**config.mk**
```make
export PLATFORM = sky130hd
export DESIGN_NAME = tile_painter_flat
export DESIGN_NICKNAME = d
export VERILOG_FILES = /design/src/rtl/tile_painter_if.sv /design/src/rtl/tile_painter.sv /design/src/flat_wrapper.sv
export SDC_FILE = /design/constraint.sdc
export NUM_CORES = 1
export LEC_CHECK = 0
export CORE_ASPECT_RATIO = 1.4
export CORE_MARGIN = 2
export CORE_UTILIZATION = 40
export DETAILED_ROUTE_END_ITERATION = 16
export PLACE_DENSITY = 0.66
export SETUP_SLACK_MARGIN = 0.5
export SYNTH_ARGS = -nofsm -noshare
export SYNTH_HDL_FRONTEND = slang
export SYNTH_SLANG_ARGS = --single-unit
```
**constraint.sdc**
```tcl
create_clock -name iVGA_CLK -period 2.7 [get_ports iVGA_CLK]
set_input_delay 0.405 -clock iVGA_CLK [delete_from_list [all_inputs] [get_ports iVGA_CLK]]
set_output_delay 0.405 -clock iVGA_CLK [all_outputs]
set_load 0.01 [all_outputs]
```
**src/rtl/tile_painter_if.sv**
```systemverilog
// Request and frame-buffer write bundle shared by the game FSM, tile_painter
// and the frame-buffer write port.
interface tile_painter_if #(
    parameter int ADDR_W = 19,
    parameter int IDX_W  = 8
);
    // Handshake: a request transfers on the rising edge where req_valid && req_ready.
    // req_valid may stay high; nothing is queued and fields are sampled only on that edge.
    logic              req_valid;
    logic              req_ready;
    logic              req_clear;
    logic [5:0]        req_col;
    logic [4:0]        req_row;
    logic [IDX_W-1:0]  req_index;
    logic [IDX_W-1:0]  req_border;
    logic              wr_en;
    logic [ADDR_W-1:0] wr_addr;
    logic [IDX_W-1:0]  wr_data;
    logic              done;
    logic              err;
    logic [2:0]        dbg_state;

    modport master (
        output req_valid, req_clear, req_col, req_row, req_index, req_border,
        input  req_ready, wr_en, wr_addr, wr_data, done, err, dbg_state
    );

    modport slave (
        input  req_valid, req_clear, req_col, req_row, req_index, req_border,
        output req_ready, wr_en, wr_addr, wr_data, done, err, dbg_state
    );
endinterface

```
**src/rtl/tile_painter.sv**
```systemverilog
// Paints one bordered TILE x TILE cell, or clears the whole frame, into the
// palette-index frame buffer through its write port, one pixel per clock.
module tile_painter #(
    parameter int H_RES  = 640,
    parameter int V_RES  = 480,
    parameter int TILE   = 16,
    parameter int ADDR_W = 19,
    parameter int IDX_W  = 8
) (
    input  logic          iVGA_CLK,
    input  logic          reset,
    tile_painter_if.slave bus
);
    localparam int                TW         = $clog2(TILE);
    localparam logic [5:0]        COLS       = 6'(H_RES / TILE);
    localparam logic [4:0]        ROWS       = 5'(V_RES / TILE);
    localparam logic [TW-1:0]     T_LAST     = TW'(TILE - 1);
    localparam logic [TW-1:0]     T_ONE      = TW'(1);
    localparam logic [ADDR_W-1:0] A_ONE      = ADDR_W'(1);
    localparam logic [ADDR_W-1:0] LINE_STEP  = ADDR_W'(H_RES - TILE + 1);
    localparam logic [ADDR_W-1:0] FRAME_LAST = ADDR_W'(H_RES * V_RES - 1);
    localparam logic [ADDR_W-1:0] ROW_STRIDE = ADDR_W'(TILE * H_RES);
    localparam logic [ADDR_W-1:0] COL_STRIDE = ADDR_W'(TILE);

    typedef enum logic [2:0] {IDLE, PAINT, CLEAR, DONE, ERR} state_t;

    state_t            state_q, state_n;
    logic [TW-1:0]     px_q, px_n, py_q, py_n;
    logic [IDX_W-1:0]  fill_q, fill_n, border_q, border_n;
    logic              wr_en_n, done_n, err_n;
    logic [ADDR_W-1:0] addr_n;
    logic [IDX_W-1:0]  data_n;
    logic [ADDR_W-1:0] base;

    assign bus.req_ready = (state_q == IDLE);
    assign bus.dbg_state = state_q;

    // Both strides are constants, so these multiplies reduce to shifts and adds.
    assign base = ADDR_W'(bus.req_row) * ROW_STRIDE + ADDR_W'(bus.req_col) * COL_STRIDE;

    function automatic logic on_edge(input logic [TW-1:0] x, input logic [TW-1:0] y);
        return (x == '0) || (x == T_LAST) || (y == '0) || (y == T_LAST);
    endfunction

    always_comb begin
        state_n  = state_q;
        px_n     = px_q;
        py_n     = py_q;
        fill_n   = fill_q;
        border_n = border_q;
        addr_n   = bus.wr_addr;
        data_n   = bus.wr_data;
        wr_en_n  = 1'b0;
        done_n   = 1'b0;
        err_n    = 1'b0;
        unique case (state_q)
            IDLE: begin
                if (bus.req_valid) begin
                    if (bus.req_clear) begin
                        state_n = CLEAR;
                        fill_n  = bus.req_index;
                        addr_n  = '0;
                        data_n  = bus.req_index;
                        wr_en_n = 1'b1;
                    end else if ((bus.req_col >= COLS) || (bus.req_row >= ROWS)) begin
                        state_n = ERR;
                        err_n   = 1'b1;
                    end else begin
                        // First pixel goes out on the cycle right after accept.
                        state_n  = PAINT;
                        fill_n   = bus.req_index;
                        border_n = bus.req_border;
                        px_n     = '0;
                        py_n     = '0;
                        addr_n   = base;
                        data_n   = bus.req_border;
                        wr_en_n  = 1'b1;
                    end
                end
            end
            PAINT: begin
                if (px_q != T_LAST) begin
                    px_n    = px_q + T_ONE;
                    addr_n  = bus.wr_addr + A_ONE;
                    wr_en_n = 1'b1;
                    data_n  = on_edge(px_n, py_q) ? border_q : fill_q;
                end else if (py_q != T_LAST) begin
                    px_n    = '0;
                    py_n    = py_q + T_ONE;
                    addr_n  = bus.wr_addr + LINE_STEP;
                    wr_en_n = 1'b1;
                    data_n  = border_q;
                end else begin
                    state_n = DONE;
                    done_n  = 1'b1;
                end
            end
            CLEAR: begin
                if (bus.wr_addr == FRAME_LAST) begin
                    state_n = DONE;
                    done_n  = 1'b1;
                end else begin
                    addr_n  = bus.wr_addr + A_ONE;
                    data_n  = fill_q;
                    wr_en_n = 1'b1;
                end
            end
            DONE:    state_n = IDLE;
            ERR:     state_n = IDLE;
            default: state_n = IDLE;
        endcase
    end

    always_ff @(posedge iVGA_CLK or posedge reset) begin
        if (reset) begin
            state_q     <= IDLE;
            px_q        <= '0;
            py_q        <= '0;
            fill_q      <= '0;
            border_q    <= '0;
            bus.wr_en   <= 1'b0;
            bus.wr_addr <= '0;
            bus.wr_data <= '0;
            bus.done    <= 1'b0;
            bus.err     <= 1'b0;
        end else begin
            state_q     <= state_n;
            px_q        <= px_n;
            py_q        <= py_n;
            fill_q      <= fill_n;
            border_q    <= border_n;
            bus.wr_en   <= wr_en_n;
            bus.wr_addr <= addr_n;
            bus.wr_data <= data_n;
            bus.done    <= done_n;
            bus.err     <= err_n;
        end
    end
endmodule

```
**src/flat_wrapper.sv**
```systemverilog
// flat-port wrapper written by rule: the top's interface ports become plain ports
module tile_painter_flat 
#(
    parameter int H_RES  = 640,
    parameter int V_RES  = 480,
    parameter int TILE   = 16,
    parameter int ADDR_W = 19,
    parameter int IDX_W  = 8
)
  (iVGA_CLK, reset, bus_req_valid, bus_req_clear, bus_req_col, bus_req_row, bus_req_index, bus_req_border, bus_req_ready, bus_wr_en, bus_wr_addr, bus_wr_data, bus_done, bus_err, bus_dbg_state);
  tile_painter_if #(.ADDR_W(ADDR_W), .IDX_W(IDX_W)) bus_i ();
  input  logic iVGA_CLK;
  input  logic reset;
  input wire logic [$bits(bus_i.req_valid)-1:0] bus_req_valid;
  input wire logic [$bits(bus_i.req_clear)-1:0] bus_req_clear;
  input wire logic [$bits(bus_i.req_col)-1:0] bus_req_col;
  input wire logic [$bits(bus_i.req_row)-1:0] bus_req_row;
  input wire logic [$bits(bus_i.req_index)-1:0] bus_req_index;
  input wire logic [$bits(bus_i.req_border)-1:0] bus_req_border;
  output wire logic [$bits(bus_i.req_ready)-1:0] bus_req_ready;
  output wire logic [$bits(bus_i.wr_en)-1:0] bus_wr_en;
  output wire logic [$bits(bus_i.wr_addr)-1:0] bus_wr_addr;
  output wire logic [$bits(bus_i.wr_data)-1:0] bus_wr_data;
  output wire logic [$bits(bus_i.done)-1:0] bus_done;
  output wire logic [$bits(bus_i.err)-1:0] bus_err;
  output wire logic [$bits(bus_i.dbg_state)-1:0] bus_dbg_state;
  assign bus_i.req_valid = bus_req_valid;
  assign bus_i.req_clear = bus_req_clear;
  assign bus_i.req_col = bus_req_col;
  assign bus_i.req_row = bus_req_row;
  assign bus_i.req_index = bus_req_index;
  assign bus_i.req_border = bus_req_border;
  assign bus_req_ready = bus_i.req_ready;
  assign bus_wr_en = bus_i.wr_en;
  assign bus_wr_addr = bus_i.wr_addr;
  assign bus_wr_data = bus_i.wr_data;
  assign bus_done = bus_i.done;
  assign bus_err = bus_i.err;
  assign bus_dbg_state = bus_i.dbg_state;
  tile_painter #(.H_RES(H_RES), .V_RES(V_RES), .TILE(TILE), .ADDR_W(ADDR_W), .IDX_W(IDX_W)) u_core (.iVGA_CLK(iVGA_CLK), .reset(reset), .bus(bus_i));
endmodule
```
[Word-level counts from Yosys, hierarchy flattened]
Index checks and enable logic that the tools add are counted.
Word-level totals
  register bits: 57
  input bits: 31
  word-level logic and storage cells: 101
  output and inout bits: 34
Operators by class
  bitwise operators: 2
  multipliers: 1
  $lt $le $gt $ge: 2
  reduce and logical (&&, ||, !) cells: 15
  equal/unequal tests: 18
  multiplexer cells: 48
  $add $sub $neg: 5
Operators with widths (number)
  $mux W19: 6
  $mux W8: 9
  $pmux W19 S3: 1
  $mux W4: 7
  $pmux W8 S3: 1
  $add A19 B1 Y19 const B: 1
  $add A19 B10 Y19: 1
  $add A19 B10 Y19 const B: 1
  $eq A19 B19 Y1 const B: 1
  $mux W3: 6
  $pmux W4 S2: 2
  $ne A2 B2 Y1 const B: 7
  $mux W1: 13
  $reduce_and A5 Y1: 2
  $pmux W3 S3: 1
  $add A4 B1 Y4 const B: 2
  $eq A4 B4 Y1 const B: 2
  $logic_not A4 Y1: 2
  $mul A5 B3 Y8 const B: 1
  $ne A4 B4 Y1 const B: 2
  $reduce_and A4 Y1: 2
  $ge A6 B6 Y1 const B: 1
  $reduce_and A6 Y1: 1
  $ge A5 B5 Y1 const B: 1
  13 further kinds: 18

[Logic depth before layout (Yosys ltp)]
Gate-level depths: netlist of run 1.
  word-level depth: 8
  gate-level depth with buffers: 9

[Least setup slack after synthesis of run 1]
Ideal clock, no wire load.
  kind: flip-flop to flip-flop
  from: register u_core.px_q[0]
  to: register u_core.bus.wr_addr[10]
  clock period less this slack: 1.994 ns
  data arrival time: 1.873 ns
  stages on the path, launching flop included: 9
  slack: 0.706 ns
  buffers on the path: 0
  path through: dfrtp_1 ha_1 nand3_2 nor2_1 a21oi_1 o211ai_4 inv_2 o221ai_1 a22o_1
Between the ends
  cells in the longest elaborated chain, start to end: 3
  elaborated cells between the ends (all ways): 5
RTL lines
  start, declared: RTL line tile_painter.sv:28  | logic [TW-1:0] px_q, px_n, py_q, py_n;
  start signal, assigned: RTL line tile_painter.sv:128  | px_q <= px_n;
  $ne A4 B4 Y1 *: RTL line tile_painter.sv:82  | if (px_q != T_LAST) begin
  $ne A3 B1 Y1 (no line) or $mux W19 (tied branches)
  $reduce_and A5 Y1 (no line) or $pmux W19 S3 (tied branches)
  end signal, assigned: RTL line tile_painter.sv:133  | bus.wr_addr <= addr_n;
  end, declared: RTL line tile_painter_if.sv:30  | output req_ready, wr_en, wr_addr, wr_data, done, err, dbg_state
Every way passes the cells marked *; elsewhere a longest branch is shown, timed or not.
A chain may end at the register's enable or synchronous reset.

[Final worst setup path of run 1]
  from: register u_core.px_q[1]
  to: register u_core.bus.wr_addr[11]
Same word-level chain as after synthesis.

==> results, run 1 <==
- The pre-antenna-repair detailed-routing pass consisted of 5 iterations.
- The number of pins with negative max-slew slack in the final report is 0.
- Synthesis inferred 57 register bits.
- Buffers inserted to repair hold after CTS numbered 0.
- Counting I/O delays and the setup requirement, the final critical path takes 2.15 ns.
- The cell occurring most often along the worst timing path is a21oi_1.
- Adding up every negative setup slack in the final design gives 0 ns.
- The cell area power density is 1020 nW/µm².
- In this run the clock root is driven by a clkbuf_16.
- The pin count of the biggest net entering global routing is 39.
- The HPWL after detailed placement is 7680 µm.
- The post-synthesis cell area is 3850 µm².
- The fraction of the mapped netlist area in compound gates came to 0.230.
- The fraction of synthesis flops using an asynchronous set or reset pin is 1.00.
- Among all flip-flop cells after synthesis, the most frequent one is dfrtp_1.
- The count of nets left with antenna violations once routing finished came out at 0.
- Counting both buffers and inverters, the worst setup path holds a total of 1.
- In this run, the number of DRC markers left after iteration 0 of detailed routing was 204.
- For this configuration, the core starts out at a cell density of 0.409.
- The worst min-delay path category is primary input to asynchronous set/reset pin.
- Of the total synthesized cell area, the portion taken by full adders, half adders and majority gates is 0.0442.
- The final weighted congestion of routability-driven global placement is 0.942.
- The total overflow reported by the global router is 0.
- The number of filler cells placed in the layout is 820.
- The portion of netlist area occupied by mux cells is 0.0468.
- The top cell family by delay on the critical path is compound AO/OA/AOI/OAI gates.
- The worst setup path is captured at a flip-flop.
- The cell at the slowest stage of the critical path is dfrtp_1.
- Clock tree synthesis found a total of 57 sinks.
- The worst-margin pin slew is 0.524 ns.
- The repair_antennas step left the layout with diodes totalling 0.
- At the end of the flow, the number of nets in the layout was 556.
- The ratio of cells with drive above 1 in the final layout is 0.217.
- Dividing the detail-routed via count by the number of cells gives 5.92.
- Summed over all layers, the routed wires come to 11,100 µm.
- Clock-pin slew was measured on the worst setup and hold paths at 0.05 ns.
- The worst setup path is launched from a flip-flop.
- The longest clock path from root to sink contains 2 buffers.
- The number of rows in the core area is 42.
- The first global-routing pass estimated 17,900 µm of wire.
- STA puts the critical path data required time at 2.92 ns.
- The post-synthesis cell count is 424.
- The total of max-cap violations is 0.
- In the final layout, flip-flops and latches occupy 1430 µm².
- The number of buffers created by CTS is 9.
- The die covers 10,400 µm².
- In this run the static leakage power is 2.13 nW.
- The number of hold-slack violations in the final timing report is 0.
- The proportion of synthesized chip area in sequential cells is 0.371.
- The floorplan step set the die height to 120 µm.
- The die width is 86.9 µm.
- In the routed design, unresolved DRC markers number 0.
- The worst stage delay on the critical path is 0.42 ns.
- At the worst endpoint, the arrival time is 2.37 ns.
- The critical path goes through ha_1, nand3_2, buf_4, a21boi_4, a21oi_1, a21oi_1, o2111ai_1, o22a_1.
- The setup slack after layout is 0.552 ns.
- The via count of the first global-routing pass is 3,626.
- The mean area per synthesized cell is 9.08 µm².
- The placed cell area is 4660 µm².
- The final route contains 3,712 vias.
- The worst pin sits at a relative slew slack of 0.651.
- The final period utilization is 0.796.
- Across every metal layer, demand over resource in global routing totals 0.219.
- The core region is 9410 µm².
- In this run the worst path has a maximum fanout of 8.
- Of the total synthesized cell area, the portion taken by XOR and XNOR cells is 0.0250.
- The insertion delay of the later-clocked pin in the worst-skew pair is 0.34 ns.
- Across the routed clock network, the largest skew measured is 0.00913 ns.
- The setup slack at placement is 0.227 ns.
- Setup repair after global routing could not meet its margin everywhere.
- The number of distinct library cells after synthesis is 71.
- The I/O pin count is 65.
- During synthesis, Yosys emitted a total of 0 warnings.
- The number of nets in the synthesized netlist is 468.
- The critical path in this run is classified as flip-flop to flip-flop.
- Counting flops with a built-in enable in the synthesized netlist gives 0.
- IR analysis of the VDD net gives a maximum drop of 0.000481 V.
- In this run the tool buffered the top-level ports with 64 buffer cells.
- Dividing the detail-routed wire length by the instance count gives 17.7 µm.
- The number of setup violations in the final report is 0.
- The flow ran to the end, and the final reports show no timing, DRC or antenna violations.
- After routing the design area is 5210 µm².
- The completed layout was analyzed and its total power is 5.32 mW.
- After synthesis, the largest family of logic cells by area is simple AND/OR/NAND/NOR gates.
- The highest attainable clock frequency is 465 MHz.
- Of the total synthesized cell area, the portion taken by AND, OR, NAND and NOR gates is 0.238.
- The TritonCTS clock tree is yes.
- The multi-input combinational cells in the finished layout cover a total of 2330 µm².
- The number of antenna violations at the first check in global routing is 0.
- The H-tree depth is 3.
- The post-synthesis to final-layout area growth is 35.3%.
[metrics by stage]
| step | util | instances | hold WS (ns) |
|---|---|---|---|
| 5_1_grt | 0.554 | 627 | 0.468 |
| 6_report | 0.554 | 627 | 0.407 |
| 4_1_cts | 0.538 | 618 | 0.425 |
| 3_3_place_gp | 0.495 | 594 | 0.476 |
| 2_1_floorplan | - | 424 | 0.470 |
| 3_5_place_dp | 0.495 | 594 | 0.479 |
[path summary, 6_finish.rpt]
path / startpoint / end / slack (ns) / cells past startpoint
setup / recovery: u_core.px_q[1] / u_core.bus.wr_addr[11] / 0.55 / 8
hold / removal: reset / u_core.bus.wr_addr[5] / 0.41 / 2
setup reg to reg: u_core.px_q[1] / u_core.bus.wr_addr[11] / 0.55 / 8
hold reg to reg: u_core.bus.wr_data[5] / u_core.bus.wr_data[5] / 0.49 / 2
max in group asynchronous: reset / u_core.bus.wr_addr[1] / 1.72 / 3
min in group iVGA_CLK: u_core.bus.wr_data[5] / u_core.bus.wr_data[5] / 0.49 / 2
[layout by cell type, fill, tap and decap left out, types with 3 or more instances in the layout]
| master | n |
|---|---|
| ha_1 | 11 |
| nand4_1 | 3 |
| or3_1 | 3 |
| nand3_2 | 5 |
| inv_1 | 10 |
| a21oi_1 | 30 |
| nor4_2 | 3 |
| nor3_1 | 9 |
| o32ai_1 | 3 |
| o22ai_1 | 3 |
| nand2b_1 | 5 |
| xor2_1 | 4 |
| nand2_1 | 68 |
| nor4_1 | 4 |
| clkdlybuf4s50_1 | 61 |
| dfrtp_2 | 6 |
| mux2_2 | 8 |
| a221oi_2 | 8 |
| mux2i_1 | 9 |
| and3_1 | 6 |
| xnor2_1 | 7 |
| clkbuf_16 | 10 |
| dfrtp_1 | 51 |
| a31oi_1 | 4 |
| o21a_1 | 3 |
| nand3_1 | 15 |
| o221ai_1 | 4 |
| o21ai_0 | 5 |
| buf_4 | 30 |
| buf_12 | 3 |
| nor2_1 | 29 |
| o21ai_1 | 26 |
[flip-flops by register name, indices dropped and copies added (netlist names)]
| signal | flops |
|---|---|
| u_core.border_q | 8 |
| u_core.bus.dbg_state | 3 |
| u_core.bus.done | 1 |
| u_core.bus.err | 1 |
| u_core.bus.wr_addr | 19 |
| u_core.bus.wr_data | 8 |
| u_core.bus.wr_en | 1 |
| u_core.fill_q | 8 |
| u_core.px_q | 4 |
| u_core.py_q | 4 |
[report_power, final]
group | total (mW) | switching, mW | internal, mW
combinational | 2.51 | 1.23 | 1.27
sequential | 1.67 | 0.439 | 1.23
clock | 1.14 | 0.408 | 0.735
[layout make-up]
cell class,instances,share of cell area
clock buffer,11,0.0466
clock inverter,5,0.0106
inverter,12,0.00913
multi-input combinational,333,0.447
sequential,57,0.275
tap,110,0.0264
timing repair buffer,99,0.185
[worst register-to-register path, cell delays in order (launching register included)]
cell and delay, ns:
dfrtp_1 0.42, ha_1 0.35, nand3_2 0.12, buf_4 0.19
a21boi_4 0.29, a21oi_1 0.09, a21oi_1 0.23, o2111ai_1 0.15
o22a_1 0.21
[synthesized netlist by cell type (3+ instances only)]
master    count  area [µm²]
nand2_1      69         259
nand2b_1      5        31.3
xor2_1        4        35.0
nor4_1        4        25.0
o21ai_1      26         130
mux2_2        8        90.1
nor2_1       30         113
nand3_2       5        50.1
mux2i_1       9        90.1
a31oi_1       4        25.0
o221ai_1      4        35.0
a21oi_1      33         165
dfrtp_1      57        1430
a221oi_2      8         120
nor4_2        5        62.6
buf_2        12        60.1
ha_1         12         150
o21ai_0       5        25.0
buf_6         3        33.8
and3_1        7        43.8
clkbuf_1      4        15.0
xnor2_1       7        61.3
nand3_1      15        75.1
o32ai_1       3        26.3
o22ai_1       3        18.8
o21a_1        3        22.5
nand4_1       3        18.8
nor3_1       10        50.1
or3_1         3        18.8
inv_1        11        41.3
[repair_timing]
action | 4_1_cts | 5_1_grt
endpoints found under the setup margin | 13 | 24
gates resized for setup | 9 | 18
gates cloned | 0 | 1
endpoints found under the hold margin | 0 | 0
buffers inserted | 8 | 8
pin swaps | 1 | 8
[cell families after synthesis]
logic type | after synthesis
simple gates | 173
compound gates | 119
flops | 57
buf+inv | 34
mux | 17
fa+ha+maj | 13
xor+xnor | 11
[metal layers]
metal  track usage  vias up  routed length [µm]  part of all wire
met1         0.254     1819                4270              0.38
li1              -     1740                   -                 -
met2         0.373      124                5950              0.53
met3        0.0406       29                 582             0.052
met4         0.117        0                 326             0.029
met5             0        -                   0                 0
Power figures use the tool's default switching activity.
==> run 2: changes to the inputs <==
Settings changed: PLACE_DENSITY 0.66 to 0.68.
Clock period 2.7 ns to 1.93 ns, I/O delays scaled along.
==> run 2 against run 1 <==
Effect of this change:
- the flow now finishes with violations (negative setup slack)
- clock-buffer cell count decreased by 1
- cell area is 36% higher
- routed wire length rose by 62%
- combinational power grew 140%
- clock skew up 0.0028 ns
- clock power grew 37%
- critical endpoint unchanged
- largest cell class unchanged
- highest routed layer unchanged
==> results, run 2 (synthesis gave the netlist of run 1 again) <==
- In this run the worst path has a maximum fanout of 6.
- After layout, the design draws a total of 9.84 mW.
- The cell area power density is 1390 nW/µm².
- The wire length per cell is 24.1 µm.
- In the routed layout, each cell is associated on average with a via count of 6.43.
- The post-synthesis to final-layout area growth is 84.2%.
- The congestion estimate from routability-driven global placement came to 0.944.
- The data required time of the worst path is 2.16 ns.
- The count of antenna diodes in the layout is 0.
- The ratio of cells with drive above 1 in the final layout is 0.541.
- The remaining max-slew budget at the tightest pin is 0.683.
- The detail route stage leaves a number of antenna-violating nets equal to 0.
- The most common library cell in the layout ignoring fill and taps is buf_4.
- The global-route wire length before repair is 24,400 µm.
- The setup slack on the worst flop-to-flop path is -0.26 ns.
- The final clock skew is 0.0120 ns.
- Detailed placement ended at an HPWL of 8670 µm.
- The initial utilization of the core area, before any placement, comes to 0.409.
- At the placement stage, the worst setup path has a slack of -0.383 ns.
- The flow ran to the end, but the final reports show violations.
- The final core utilization is 0.754.
- The number of buffers created by CTS is 9.
- TritonCTS built the clock tree.
- After detailed routing, the number of remaining DRC violations is 0.
- The register clock-pin slew on the reported worst setup and hold paths is 0.06 ns.
- The critical path class is flip-flop to flip-flop.
- Entering global routing, the biggest net connects 58 pins.
- The final reports fail on negative setup slack.
- Global routing finished with a remaining overflow of 0.
- In the finished design, the share of the clock period the worst path needs comes to 1.14.
- The worst register-to-register path has a depth of 9.
- The total routed wirelength is 18,000 µm.
- Across the run, the number of max-cap violations was 0.
- In this run the count of I/O pins placed on the die edge is 65.
- The via count of the first global-routing pass was 4,795.
- The H-tree was split into 3 levels.
- The floorplan has 42 rows.
- The number of filler cells placed in the layout is 513.
- The count of buffers inserted at the top-level ports is 64.
- The static leakage power is 3.04 nW.
- The number of hold-slack violations in the final timing report is 0.
- The number of antenna violations at the first check in global routing is 0.
- The CTS root buffer is clkbuf_16.
- At the pin with the least slew margin, the transition time is 0.472 ns.
- The clock net in this run drives a total of 57 sinks.
- The first detailed-routing pass took 6 iterations.
- The register with the most flip-flops in the layout has 19 of them.
- Subtracting the final worst setup slack from the clock period gives 2.19 ns.
- IR analysis of the VDD net gives a maximum drop of 0.000654 V.
- Setup violations remaining at the end of the flow were counted as 34.
- Setup repair after global routing could not meet its margin everywhere.
- The clock passes through at most 2 buffers.
- The die is 120 µm tall.
- The min-delay analysis places its worst path in the category primary input to asynchronous set/reset pin.
- The first routing iteration left 485 violations.
- The critical path capture point type is a flip-flop.
- The die covers 10,400 µm².
- The highest attainable clock frequency is 456 MHz.
- The count of vias placed by the detailed router is 4,810.
- Across all hold checks on the routed design, the worst slack comes to 0.381 ns.
- The launch point of the worst reg-to-reg path is u_core.bus.wr_addr[1].
- The net count of the finished layout is 677.
- At the later pin of the worst-skew pair, clock insertion delay measures 0.34 ns.
- The core area is 9410 µm².
- The most flop-heavy register is u_core.bus.wr_addr.
- In the layout the commonest cells are buf_4, buf_6, nand2_1, dfrtp_1, nor2_1.
- The arrival time of data at the critical path endpoint is 2.42 ns.
- The die width is 86.9 µm.
- The number of pins with negative max-slew slack in the final report came to 0.
- The setup slack after layout is -0.264 ns.
- Across every metal layer, demand over resource in global routing totals 0.303.
- The kind of start point of the critical path is a flip-flop.
- In this run the critical register-to-register path is captured at u_core.bus.wr_addr[11].
run 2: worst max-delay path, cell delays in order (launching register included):
cell and delay (ns):
dfrtp_1 0.42, ha_2 0.24, nand3_4 0.12, nor4_4 0.31, nand3_2 0.24, o211ai_4 0.21, buf_6 0.18, buf_8 0.13
a21oi_2 0.04, o22a_1 0.17
run 2: area by class of cell:
| type | count | area, µm² | area share |
|---|---|---|---|
| sequential | 57 | 1440 | 0.203 |
| timing repair buffer | 219 | 2160 | 0.305 |
| multi-input combinational | 334 | 3010 | 0.424 |
| inverter | 12 | 56.3 | 0.00794 |
| clock inverter | 6 | 43.8 | 0.00618 |
| tap | 110 | 138 | 0.0194 |
| clock buffer | 10 | 239 | 0.0337 |
run 2: worst max-delay path by stage:
| stage | start | slack (ns) | cells after the start | to |
|---|---|---|---|---|
| floorplan | u_core.bus.dbg_state[1] | 0.06 | 8 | u_core.bus.wr_addr[10] |
| global placement | bus_req_row[1] | -0.30 | 10 | u_core.bus.wr_addr[16] |
| detailed placement | bus_req_row[1] | -0.38 | 10 | u_core.bus.wr_addr[16] |
| CTS | u_core.px_q[0] | -0.02 | 7 | u_core.bus.wr_data[0] |
| global route | u_core.bus.wr_addr[1] | -0.29 | 9 | u_core.bus.wr_addr[11] |
| finish | u_core.bus.wr_addr[1] | -0.26 | 9 | u_core.bus.wr_addr[11] |
run 2: power breakdown:
| part | switching, mW | internal, mW | total [mW] |
|---|---|---|---|
| combinational | 2.91 | 3.01 | 5.92 |
| sequential | 0.635 | 1.73 | 2.36 |
| clock | 0.654 | 0.903 | 1.56 |
run 2: timing repair:
action,4_1_cts,5_1_grt
pin swaps,60,35
cloned,4,0
setup buffers,51,17
hold buffers,0,0
setup endpoints to repair,88,72
resized for setup,245,77
run 2: through the flow:
stage / std cells / setup TNS, ns / cell area, µm²
finish: 748 / -4.62 / 7090
global placement: 660 / -7.69 / 5320
floorplan: 424 / 0 / 4000
CTS: 731 / -0.0180 / 6710
global route: 748 / -5.65 / 7090
detailed placement: 660 / -8.62 / 5320
run 2: routing by layer:
metal,GRT usage,vias to the layer above,share of wire
met5,0,-,0
met4,0.233,0,0.085
met3,0.0612,146,0.074
met2,0.517,355,0.50
met1,0.317,2324,0.34
li1,-,1985,-
==> run 3: changes to the inputs <==
Settings changed: CORE_UTILIZATION 40 to 30, PLACE_DENSITY 0.68 to 0.55.
==> run 3 against run 2 <==
Effect of this change:
- the flow still finishes with violations (negative setup slack)
- worst hold slack got worse by 0.043 ns
- sequential cell count did not move
- via count fell by 8.4%
- register-to-register slack improved by 0.21 ns
- largest power group unchanged
==> results, run 3 (synthesis gave the netlist of run 1 again) <==
- The flow ran to the end, but the final reports show violations.
- The checks that failed: negative setup slack.
- The HPWL after detailed placement is 9250 µm.
- The net switching component of the power is 3.85 mW.
- The worst pin sits at a relative slew slack of 0.675.
- STA classifies the critical path startpoint as a flip-flop.
- The post-synthesis to final-layout area growth is 86.7%.
- The count of vias placed by the detailed router is 4,408.
- The combinational share of power is 0.599.
- The area enclosed by the die boundary is 13,800 µm².
- Static timing analysis puts the maximum clock frequency at 504 MHz.
- The congestion estimate from routability-driven global placement came to 0.850.
- Row generation in the floorplan step produced 49 rows.
- The via count of the first global-routing pass is 4,347.
- Ranked by flip-flop count, first place goes to u_core.bus.wr_addr.
- The tree is rooted in a clkbuf_16.
- The register clock-pin slew on the reported worst setup and hold paths is 0.06 ns.
- Setup violations remaining at the end of the flow were counted as 9.
- For the pin with the worst max-slew slack, the measured transition is 0.486 ns.
- The global-route wire length before repair is 22,000 µm.
- The maximum clock path buffer count is 2.
- The finished layout holds 810 standard cells, fillers aside.
- TritonCTS built the clock tree.
- The number of antenna violations at the first check in global routing was 0.
- Input and output buffers added on the ports amount to 64.
- The clock group share of total power is 0.177.
- Along the worst path, the maximum fanout reaches 4.
- Of the total power, the share spent switching nets is 0.388.
- The number of buffers created by CTS is 9.
- The I/O pin count is 65.
- The worst setup path is of the flip-flop to flip-flop kind.
- For this design the ratio of total power to cell area is 1380 nW/µm².
- The setup TNS is -0.167 ns.
- After floorplanning, the core was sized to cover 12,700 µm².
- In this run, placement finished with an instance count of 719.
- The number of hold-slack violations in the final timing report is 0.
- The count of nets left with antenna violations once routing finished came out at 0.
- The largest single stage delay on the critical path is 0.39 ns.
- The arrival time of data at the critical path endpoint is 2.19 ns.
- Once routing completed, OpenROAD measured the worst setup slack at -0.0523 ns.
- The cell that appears most often on the critical path is buf_4.
- The total routed wirelength is 14,800 µm.
- The count of hold-fix buffers inserted at cts is 0.
- Summed over all cells, the static leakage comes to 3.21 nW.
- The most common library cell in the layout ignoring fill and taps is buf_4.
- For the worst-skew pair, the clock arrives at the later sink with an insertion delay of 0.33 ns.
- At the placement stage, the worst setup path has a slack of -0.371 ns.
- The total iterations of the first detailed-routing run is 5.
- The starting density of the core is 0.303.
- The data required time of the worst path is 2.14 ns.
- For this run, the post-layout net count is 696.
- The tightest min-delay check is of the primary input to asynchronous set/reset pin type.
- The H-tree depth is 3.
- The flip-flop count of the largest register, all copies and words added is 19.
- The post-route minimum period is 1.98 ns.
- Walking the worst path, the cells encountered are buf_6, nand4_1, buf_4, nor4_4, buf_4, xnor2_2, o32ai_2, a21oi_1, o22ai_1.
- The wire length per cell is 18.2 µm.
- The final-layout worst hold slack is 0.338 ns.
- Of the total power, registers draw 0.224.
- The vias per cell is 5.44.
- Max-cap violations in this run came to 0.
- In the routed design, unresolved DRC markers number 0.
- The number of sinks on the clock net is 57.
- The cell internal power dissipation is 6.07 mW.
- Between clock sinks in the finished design, the worst skew comes to 0.00756 ns.
- The total overflow reported by the global router is 0.
- Setup repair after global routing could not meet its margin everywhere.
- The slowest stage of the critical path belongs to the cell nor4_4.
- The die is 99.7 µm wide.
- In the finished design, the share of the clock period the worst path needs comes to 1.03.
- 0 antenna diodes ended up in the layout.
- The die is 138 µm tall.
- The first routing iteration left 141 violations.
- The library cells used most frequently in the layout, excluding fill and tap cells, are buf_4, buf_6, nand2_1, dfrtp_1, nor2_1.
- The pin count of the biggest net entering global routing is 27.
- The ratio of cells with drive above 1 in the final layout is 0.537.
- For this run, the total global-route usage over all layers was measured as 0.198.
- The number of pins with negative max-slew slack in the final report was 0.
- The worst-case IR drop observed on VDD is 0.000656 V.
- The worst setup path is captured at a flip-flop.
- The setup slack on the worst flop-to-flop path is -0.05 ns.
-- run 3: final cells by class --
type                    count  area, µm²
well taps                 153        191
fillers                  1053       5510
clock inverters             7       93.8
inverters                  12       51.3
clock buffers               9        225
flip-flops and latches     57       1440
multi-input cells         333       2910
repair inverters            1       7.51
repair buffers            238       2270
-- run 3: worst max-delay path: cells and delay by family (launching register included) --
family                 cells  cell delay [ns]
buffers and inverters      3             0.52
flip-flops                 1             0.36
XOR/XNOR                   1             0.11
AND/OR/NAND/NOR            2             0.55
AO/OA/AOI/OAI              3             0.31
-- run 3: what timing repair did --
item,CTS,global route
gates resized for setup,214,86
gates cloned,5,1
setup endpoints to repair,89,74
setup buffers,24,45
pin swaps,52,42
-- run 3: final timing paths --
| kind | from | end | cells past startpoint |
|---|---|---|---|
| min in group iVGA_CLK | u_core.bus.wr_data[6] | u_core.bus.wr_data[6] | 2 |
| setup / recovery | u_core.bus.wr_addr[1] | u_core.bus.wr_addr[13] | 9 |
| hold reg to reg | u_core.bus.wr_data[6] | u_core.bus.wr_data[6] | 2 |
| hold / removal | reset | u_core.bus.wr_data[1] | 2 |
| setup reg to reg | u_core.bus.wr_addr[1] | u_core.bus.wr_addr[13] | 9 |
| max in group asynchronous | reset | u_core.bus.wr_addr[16] | 3 |
-- run 3: layer usage --
| layer | global-route usage | share of wire | routed length (µm) |
|---|---|---|---|
| met4 | 0.0699 | 0.040 | 586 |
| met5 | 0 | 0 | 0 |
| met2 | 0.372 | 0.55 | 8100 |
| met1 | 0.219 | 0.38 | 5550 |
| met3 | 0.0344 | 0.035 | 520 |
-- run 3: through the flow --
stage	util	area, µm²	total power [mW]
final	0.566	7190	9.91
after detailed placement	0.430	5450	6.24
after CTS	0.520	6600	9.03
after global routing	0.566	7190	10.4
after global placement	0.430	5450	6.15
after floorplan	-	4000	4.39
-- run 3: power groups by stage --
| stage | registers [mW] | logic, mW | clock network (mW) |
|---|---|---|---|
| 2_1_floorplan | 2.29 | 2.10 | 0 |
| 5_1_grt | 2.29 | 6.30 | 1.83 |
| 3_3_place_gp | 2.16 | 3.99 | 0 |
| 4_1_cts | 2.22 | 5.03 | 1.78 |
| 3_5_place_dp | 2.19 | 4.06 | 0 |
| 6_report | 2.22 | 5.94 | 1.76 |
